==> config.mk <==
export PLATFORM = sky130hd
export DESIGN_NAME = dmem_arbiter
export DESIGN_NICKNAME = d
export VERILOG_FILES = /design/src/rtl/dmem_pkg.sv /design/src/rtl/rr_arb2.sv /design/src/rtl/dmem_arbiter.sv
export SDC_FILE = /design/constraint.sdc
export NUM_CORES = 1
export LEC_CHECK = 0
export CELL_PAD_IN_SITES_DETAIL_PLACEMENT = 0
export CELL_PAD_IN_SITES_GLOBAL_PLACEMENT = 2
export CORE_ASPECT_RATIO = 0.7
export CORE_MARGIN = 1
export CORE_UTILIZATION = 22
export CTS_CLUSTER_DIAMETER = 30
export DETAILED_ROUTE_END_ITERATION = 16
export PLACE_DENSITY = 0.87
export SLEW_MARGIN = 10
export SYNTH_ARGS = -nofsm -noshare
export SYNTH_HDL_FRONTEND = slang
export SYNTH_SLANG_ARGS = --single-unit
==> constraint.sdc <==
create_clock -name clk -period 1.6 [get_ports clk]
set_input_delay 0.24 -clock clk [delete_from_list [all_inputs] [get_ports clk]]
set_output_delay 0.24 -clock clk [all_outputs]
set_load 0.02 [all_outputs]
==> src/rtl/dmem_pkg.sv <==
// Shared types and default widths for the data memory and its arbiter.
package dmem_pkg;

  localparam int unsigned AddrW = 16;
  localparam int unsigned DataW = 16;

  typedef enum logic [1:0] {
    StIdle,
    StAccess,
    StResp
  } state_e;

  typedef logic port_t;

endpackage

==> src/rtl/rr_arb2.sv <==
// Combinational two-way round-robin picker; on a tie the port that did not win last time wins.
module rr_arb2
  import dmem_pkg::*;
(
  input  logic [1:0] req,
  input  port_t      last_gnt,
  output logic       valid,
  output port_t      winner
);

  always_comb begin
    valid  = |req;
    winner = 1'b0;
    unique case (req)
      2'b01:   winner = 1'b0;
      2'b10:   winner = 1'b1;
      2'b11:   winner = ~last_gnt;
      default: winner = 1'b0;
    endcase
  end

endmodule

==> src/rtl/dmem_arbiter.sv <==
// Two-port arbiter/sequencer for the shared single-ported data memory: one registered
// request, one memory cycle, one ack cycle per transaction.
module dmem_arbiter
  import dmem_pkg::*;
#(
  parameter int unsigned ADDR_W = AddrW,
  parameter int unsigned DATA_W = DataW
) (
  input  logic              clk,
  input  logic              rst_n,
  input  logic              p0_req,
  input  logic              p0_we,
  input  logic [ADDR_W-1:0] p0_addr,
  input  logic [DATA_W-1:0] p0_wdata,
  output logic              p0_ack,
  output logic [DATA_W-1:0] p0_rdata,
  input  logic              p1_req,
  input  logic              p1_we,
  input  logic [ADDR_W-1:0] p1_addr,
  input  logic [DATA_W-1:0] p1_wdata,
  output logic              p1_ack,
  output logic [DATA_W-1:0] p1_rdata,
  output logic [ADDR_W-1:0] mem_address,
  output logic [DATA_W-1:0] mem_data_write,
  output logic              mem_write,
  output logic              mem_read,
  input  logic [DATA_W-1:0] mem_data_read,
  output logic              busy,
  output logic              gnt_id
);

  state_e              state_q, state_d;
  port_t               last_gnt_q, last_gnt_d;
  port_t               gnt_id_q, gnt_id_d;
  logic [ADDR_W-1:0]   addr_q, addr_d;
  logic [DATA_W-1:0]   wdata_q, wdata_d;
  logic                we_q, we_d;
  logic [DATA_W-1:0]   rdata_q, rdata_d;
  logic                arb_valid;
  port_t               arb_winner;

  rr_arb2 u_rr_arb2 (
    .req      ({p1_req, p0_req}),
    .last_gnt (last_gnt_q),
    .valid    (arb_valid),
    .winner   (arb_winner)
  );

  always_comb begin
    state_d    = state_q;
    last_gnt_d = last_gnt_q;
    gnt_id_d   = gnt_id_q;
    addr_d     = addr_q;
    wdata_d    = wdata_q;
    we_d       = we_q;
    rdata_d    = rdata_q;
    unique case (state_q)
      StIdle: begin
        if (arb_valid) begin
          state_d    = StAccess;
          gnt_id_d   = arb_winner;
          last_gnt_d = arb_winner;
          if (arb_winner) begin
            addr_d  = p1_addr;
            wdata_d = p1_wdata;
            we_d    = p1_we;
          end else begin
            addr_d  = p0_addr;
            wdata_d = p0_wdata;
            we_d    = p0_we;
          end
        end
      end
      StAccess: begin
        if (!we_q) rdata_d = mem_data_read;
        state_d = StResp;
      end
      // Requests are ignored here: the requester may still show the completed transaction.
      StResp:   state_d = StIdle;
      default:  state_d = StIdle;
    endcase
  end

  always_ff @(posedge clk or negedge rst_n) begin
    if (!rst_n) begin
      state_q    <= StIdle;
      last_gnt_q <= 1'b1;
      gnt_id_q   <= 1'b0;
      addr_q     <= '0;
      wdata_q    <= '0;
      we_q       <= 1'b0;
      rdata_q    <= '0;
    end else begin
      state_q    <= state_d;
      last_gnt_q <= last_gnt_d;
      gnt_id_q   <= gnt_id_d;
      addr_q     <= addr_d;
      wdata_q    <= wdata_d;
      we_q       <= we_d;
      rdata_q    <= rdata_d;
    end
  end

  // Memory strobes decode from the state register only, so reset kills them immediately.
  always_comb begin
    mem_write      = (state_q == StAccess) && we_q;
    mem_read       = (state_q == StAccess) && !we_q;
    mem_address    = (state_q == StAccess) ? addr_q : '0;
    mem_data_write = (state_q == StAccess) ? wdata_q : '0;
    p0_ack         = (state_q == StResp) && (gnt_id_q == 1'b0);
    p1_ack         = (state_q == StResp) && (gnt_id_q == 1'b1);
    p0_rdata       = rdata_q;
    p1_rdata       = rdata_q;
    busy           = (state_q != StIdle);
    gnt_id         = gnt_id_q;
  end

endmodule

Word-level counts from Yosys, hierarchy flattened

Index checks and enable logic that the tools add are counted.

Register bits after elaboration: 53
Bits of input ports: 86
Output and inout port bits: 70
Logic and storage cells: 33

Eq/ne operators: 5
Muxes and demuxes: 8
Bitwise logic cells: 3
Reductions and logical operators: 10

Operators with widths:

| operator                                                        | count |
|---|---|
| 16-bit two-way mux                                              | 4 |
| 2-bit == test, second input constant                            | 3 |
| 1-bit logical AND                                               | 4 |
| 2-bit one-hot mux with 2 select lines                           | 1 |
| 2-bit AND reduction                                             | 2 |
| 1-bit inverter                                                  | 3 |
| 2-bit by 1-bit == test with 1-bit output, second input constant | 1 |
| 2-bit zero test                                                 | 1 |
| 2-bit two-way mux                                               | 1 |
| 2-bit inequality test, second input constant                    | 1 |
| 1-bit one-hot mux with 2 select lines                           | 1 |
| 2-bit nonzero test                                              | 1 |
| 2-bit OR reduction                                              | 1 |
| 1-bit zero test                                                 | 1 |
| 1-bit two-way mux                                               | 1 |

Logic depth before layout (Yosys ltp)

Word-level depth: 3
Mapped depth: 5
Depth with buffers taken out: 3

Hierarchy

Synthesis repeated with hierarchy kept, for this count alone.

Cell total of the unflattened synthesis: 206
Area, all modules: 2,807.7 um^2

By module, submodules not included:

| module       | times used | cells each | area an instance (um^2) | seq. area each (um^2) |
|---|---|---|---|---|
| dmem_arbiter | 1          | 204        | 2,793.9                 | 1,327.5 |
| rr_arb2      | 1          | 2          | 13.8                    | 0.0 |

Worst setup path before layout

Ideal clock, no wire load.

Path kind: flip-flop to flip-flop
Start: register last_gnt_q
End: register wdata_q[10]
Library setup time: 0.125 ns
Data arrival time: 1.447 ns
Required time: 1.475 ns
Path slack: 0.028 ns
Stages on the path, launching flop included: 6
Path buffers: 2
Period minus slack after synthesis: 1.572 ns
Cell sequence: dfstp_2 -> a21bo_1 -> buf_6 -> buf_12 -> mux2_4 -> mux2_4

Word-level cells in the longest chain between the ends: 3

RTL lines:

| element                               | line               | text |
|---|---|---|
| start: declaration                    | dmem_arbiter.sv:33 | `port_t last_gnt_q, last_gnt_d;` |
| start signal: assignment              | dmem_arbiter.sv:95 | `last_gnt_q <= last_gnt_d;` |
| 1-bit inverter                        | rr_arb2.sv:17      | `2'b11: winner = ~last_gnt;` |
| 1-bit one-hot mux with 2 select lines | rr_arb2.sv:14      | `unique case (req)` |
| 16-bit two-way mux                    | dmem_arbiter.sv:63 | `if (arb_winner) begin` |
| end signal: assignment                | dmem_arbiter.sv:98 | `wdata_q <= wdata_d;` |
| end: declaration                      | dmem_arbiter.sv:36 | `logic [DATA_W-1:0] wdata_q, wdata_d;` |

Every way passes these cells.
A chain may end at the register's enable or synchronous reset.

Final worst setup path

Start: register last_gnt_q
End: register addr_q[15]

Word-level cells in the longest chain between the ends: 3

RTL lines:

| element                               | line               | text |
|---|---|---|
| 1-bit inverter                        | rr_arb2.sv:17      |  |
| 1-bit one-hot mux with 2 select lines | rr_arb2.sv:14      |  |
| 16-bit two-way mux                    | dmem_arbiter.sv:63 |  |
| end signal: assignment                | dmem_arbiter.sv:97 | `addr_q <= addr_d;` |
| end: declaration                      | dmem_arbiter.sv:35 | `logic [ADDR_W-1:0] addr_q, addr_d;` |

Every way passes these cells.

==> key figures <==
Clocking
  – H-tree depth: 2
  – CTS sink count: 53
  – Max clock buf depth: 2
  – Clock slew at reported path FFs: 0.07 ns
  – TritonCTS clock tree: done
  – CTS Buf Count: 5
  – Root Driver: clkbuf_16
  – Clk_lat worst skew: 0.29 ns

Die
  – I/O Pins: 156
  – Starting density of the core: 22.7%
  – DIE HEIGHT: 99.7 µm
  – Die width: 142 µm
  – Die footprint: 0.0141 mm²
  – Row count: 35
  – Core Region: 0.0132 mm²

Timing
  – Slew at the pin with the worst max-slew slack: 0.237 ns
  – Min Hold Slack: 0.323 ns
  – Setup ws final: -0.0521 ns
  – Clock Skews: 0.00198 ns
  – RSZ-0062 raised after global routing: yes
  – Post-layout min period: 1.65 ns
  – Fin crit share: 103%
  – Slew Limit Fails: 0
  – Max frequency: 605 MHz
  – Final setup viols: 32
  – Slew HR: 84.1%
  – Final hold vios: 0
  – Post-Route Setup TNS: -0.994 ns

Power
  – Proportion of power drawn by the clock network: 10.5%
  – Combinational Power Share: 64.6%
  – Final Power: 10.0 mW
  – Lkg Pwr: 2.39 nW
  – Power Internal: 6.47 mW
  – Seq pwr share: 24.9%
  – Pwr per Cell Area: 1920 mW/mm²
  – Sw Ratio: 35.6%
  – Worst IR Drop VDD: 687 µV
  – Net switching power: 3.58 mW

Final layout
  – Core Util, Final: 39.5%
  – Non-Filler Instances: 563
  – Area growth syn-to-layout: 74.3%
  – Final net count: 463
  – Leading cell type in the layout, fill and taps excluded: clkdlybuf4s50_1
  – Post-route cell area: 0.00523 mm²
  – Most frequent cells in the layout: clkdlybuf4s50_1, mux2_4, dfrtp_1
  – Diodes inserted: 0
  – Layout cell share with drive strength beyond 1: 47.9%
  – Fillers: 1262

Hold path
  – HP Class: input pin to asynchronous set/reset pin

Worst setup path
  – Data arrival time of the critical path: 1.83 ns
  – CP Capture Type: flip-flop
  – Internal reg-to-reg setup slack: -0.05 ns
  – Critical Path Fanout Max: 6
  – Critical setup path kind: flip-flop to flip-flop
  – Worst-case reg-to-reg path depth: 5
  – RR Startpoint: last_gnt_q$_DFFE_PN1P_
  – Worst EP required: 1.77 ns
  – Worst r2r dst: addr_q[15]$_DFFE_PN0P_
  – CP startpoint kind: flip-flop

Global routing
  – Overall Global Routing Usage: 12.1%
  – First-pass GRT wire length: 13000 µm
  – Initial antenna violation count: 0
  – Vias in the first global route: 2419
  – Grt ovf: 0
  – Largest net degree at the start of global routing: 33

Placed design
  – Placed Instance Area: 0.00469 mm²
  – Post-Place Setup Slack: -0.299 ns
  – Placed cells: 534
  – HPWL Detailed: 5450 µm
  – GPL Wtd Cong: 0.658
  – Port Buffer Count: 155

Yosys
  – Cell count after synthesis: 209
  – Area leader, netlist: dfrtp_1
  – Post-Synthesis Net Count: 295
  – Synth warnings: 0
  – Top cells by area, synth: dfrtp_1, mux2_4, mux2_2
  – FF+latch count, synth: 53
  – Mean area per synthesized cell: 14.3 µm²
  – Top cell type's share of synthesized area: 43.4%
  – Post-Syn Area: 0.00300 mm²
  – Sequential fraction of the synthesis area: 44.3%
  – Yosys cell types: 21

Detailed routing
  – Via density: 3.91
  – Routed Antenna Nets: 0
  – Wire per inst: 14.6 µm
  – Post-route DRC: 0
  – Detailed Routing Iterations Pass 1: 4
  – Vias: 2202
  – Routed wire length: 8200 µm
  – Iter 0 DRT Violations: 36

Status
  – Failing checks: negative setup slack
  – Outcome: finished with violations

Job
  – Max-cap violations: 0
[final cells by class]
| type | count | area (µm²) | area share [%] |
|---|---|---|---|
| repair buffers | 190 | 2010 | 38.5 |
| multi-input cells | 125 | 1510 | 28.8 |
| flip-flops and latches | 53 | 1330 | 25.4 |
| well taps | 185 | 231 | 4.43 |
| clock buffers | 6 | 129 | 2.47 |
| clock inverters | 2 | 10.0 | 0.192 |
| inverters | 2 | 7.51 | 0.144 |
[power by group through the flow]
| stage | sequential [mW] | combinational (mW) | clock (mW) |
|---|---|---|---|
| finish | 2.50 | 6.49 | 1.06 |
| global route | 2.61 | 6.89 | 1.16 |
| CTS | 2.51 | 6.61 | 1.10 |
| detailed placement | 2.48 | 5.56 | 0 |
| global placement | 2.46 | 5.49 | 0 |
| floorplan | 2.65 | 3.28 | 0 |
[critical path, cell delays in order, from the launching register on]
cell     delay, ns
dfstp_2       0.54
a21bo_4       0.17
buf_12        0.13
buf_16        0.13
mux2_4        0.30
mux2_4        0.26
[state kept, by name (all words and copies together) (netlist names)]
name        count
p0_rdata       16
gnt_id          1
state_q         2
wdata_q        16
last_gnt_q      1
we_q            1
addr_q         16
[kinds of logic (layout without fill, tap and decap cells)]
logic type / after synthesis / after routing / share of synthesized area [%]
DFF: 53 / 53 / 44.3
muxes: 82 / 82 / 38.1
AOI/OAI and AO/OA: 5 / 5 / 1.17
buffers and inverters: 31 / 200 / 8.47
and+or+nand+nor: 38 / 38 / 8.01
[timing repair]
action,4_1_cts,5_1_grt
buffers inserted,18,0
cloned,8,0
hold endpoints to repair,5,0
pin swaps,3,3
hold buffers,1,0
gates resized for setup,233,19
endpoints found under the setup margin,86,87
[worst max path at each step]
| stage | startpoint | end | slack (ns) | cells past startpoint |
|---|---|---|---|---|
| 3_5_place_dp | p1_req | wdata_q[6]$_DFFE_PN0P_ | -0.30 | 5 |
| 5_1_grt | state_q[1]$_DFFE_PN0P_ | mem_address[0] | -0.1 | 5 |
| 2_1_floorplan | last_gnt_q$_DFFE_PN1P_ | wdata_q[10]$_DFFE_PN0P_ | 0.03 | 5 |
| 6_report | last_gnt_q$_DFFE_PN1P_ | addr_q[15]$_DFFE_PN0P_ | -0.05 | 5 |
| 3_3_place_gp | p1_req | wdata_q[6]$_DFFE_PN0P_ | -0.28 | 5 |
| 4_1_cts | state_q[0]$_DFFE_PN0P_ | mem_address[15] | -0.14 | 5 |
[layer usage]
| layer | up-vias | track usage, % | wire (µm) | share of wire (%) |
|---|---|---|---|---|
| li1 | 1035 | - | - | - |
| met1 | 1066 | 14.9 | 3700 | 45 |
| met4 | 0 | 1.99 | 23 | 0.28 |
| met3 | 2 | 3.61 | 560 | 6.8 |
| met5 | - | 0 | 0 | 0 |
| met2 | 99 | 21.0 | 3920 | 48 |
[synthesized netlist by cell type]
master / number
buf_6: 2
o21a_1: 1
nor2b_2: 1
and2_1: 33
o22ai_1: 1
clkbuf_1: 3
inv_1: 2
a21oi_1: 1
buf_4: 19
mux2_2: 20
nor2b_1: 1
a31oi_1: 1
mux2_1: 4
buf_2: 2
buf_12: 3
mux2_4: 58
nor3b_1: 2
nor2_1: 1
dfrtp_1: 52
a21bo_1: 1
dfstp_2: 1
Note: power is estimated with default switching activity, not from simulation.
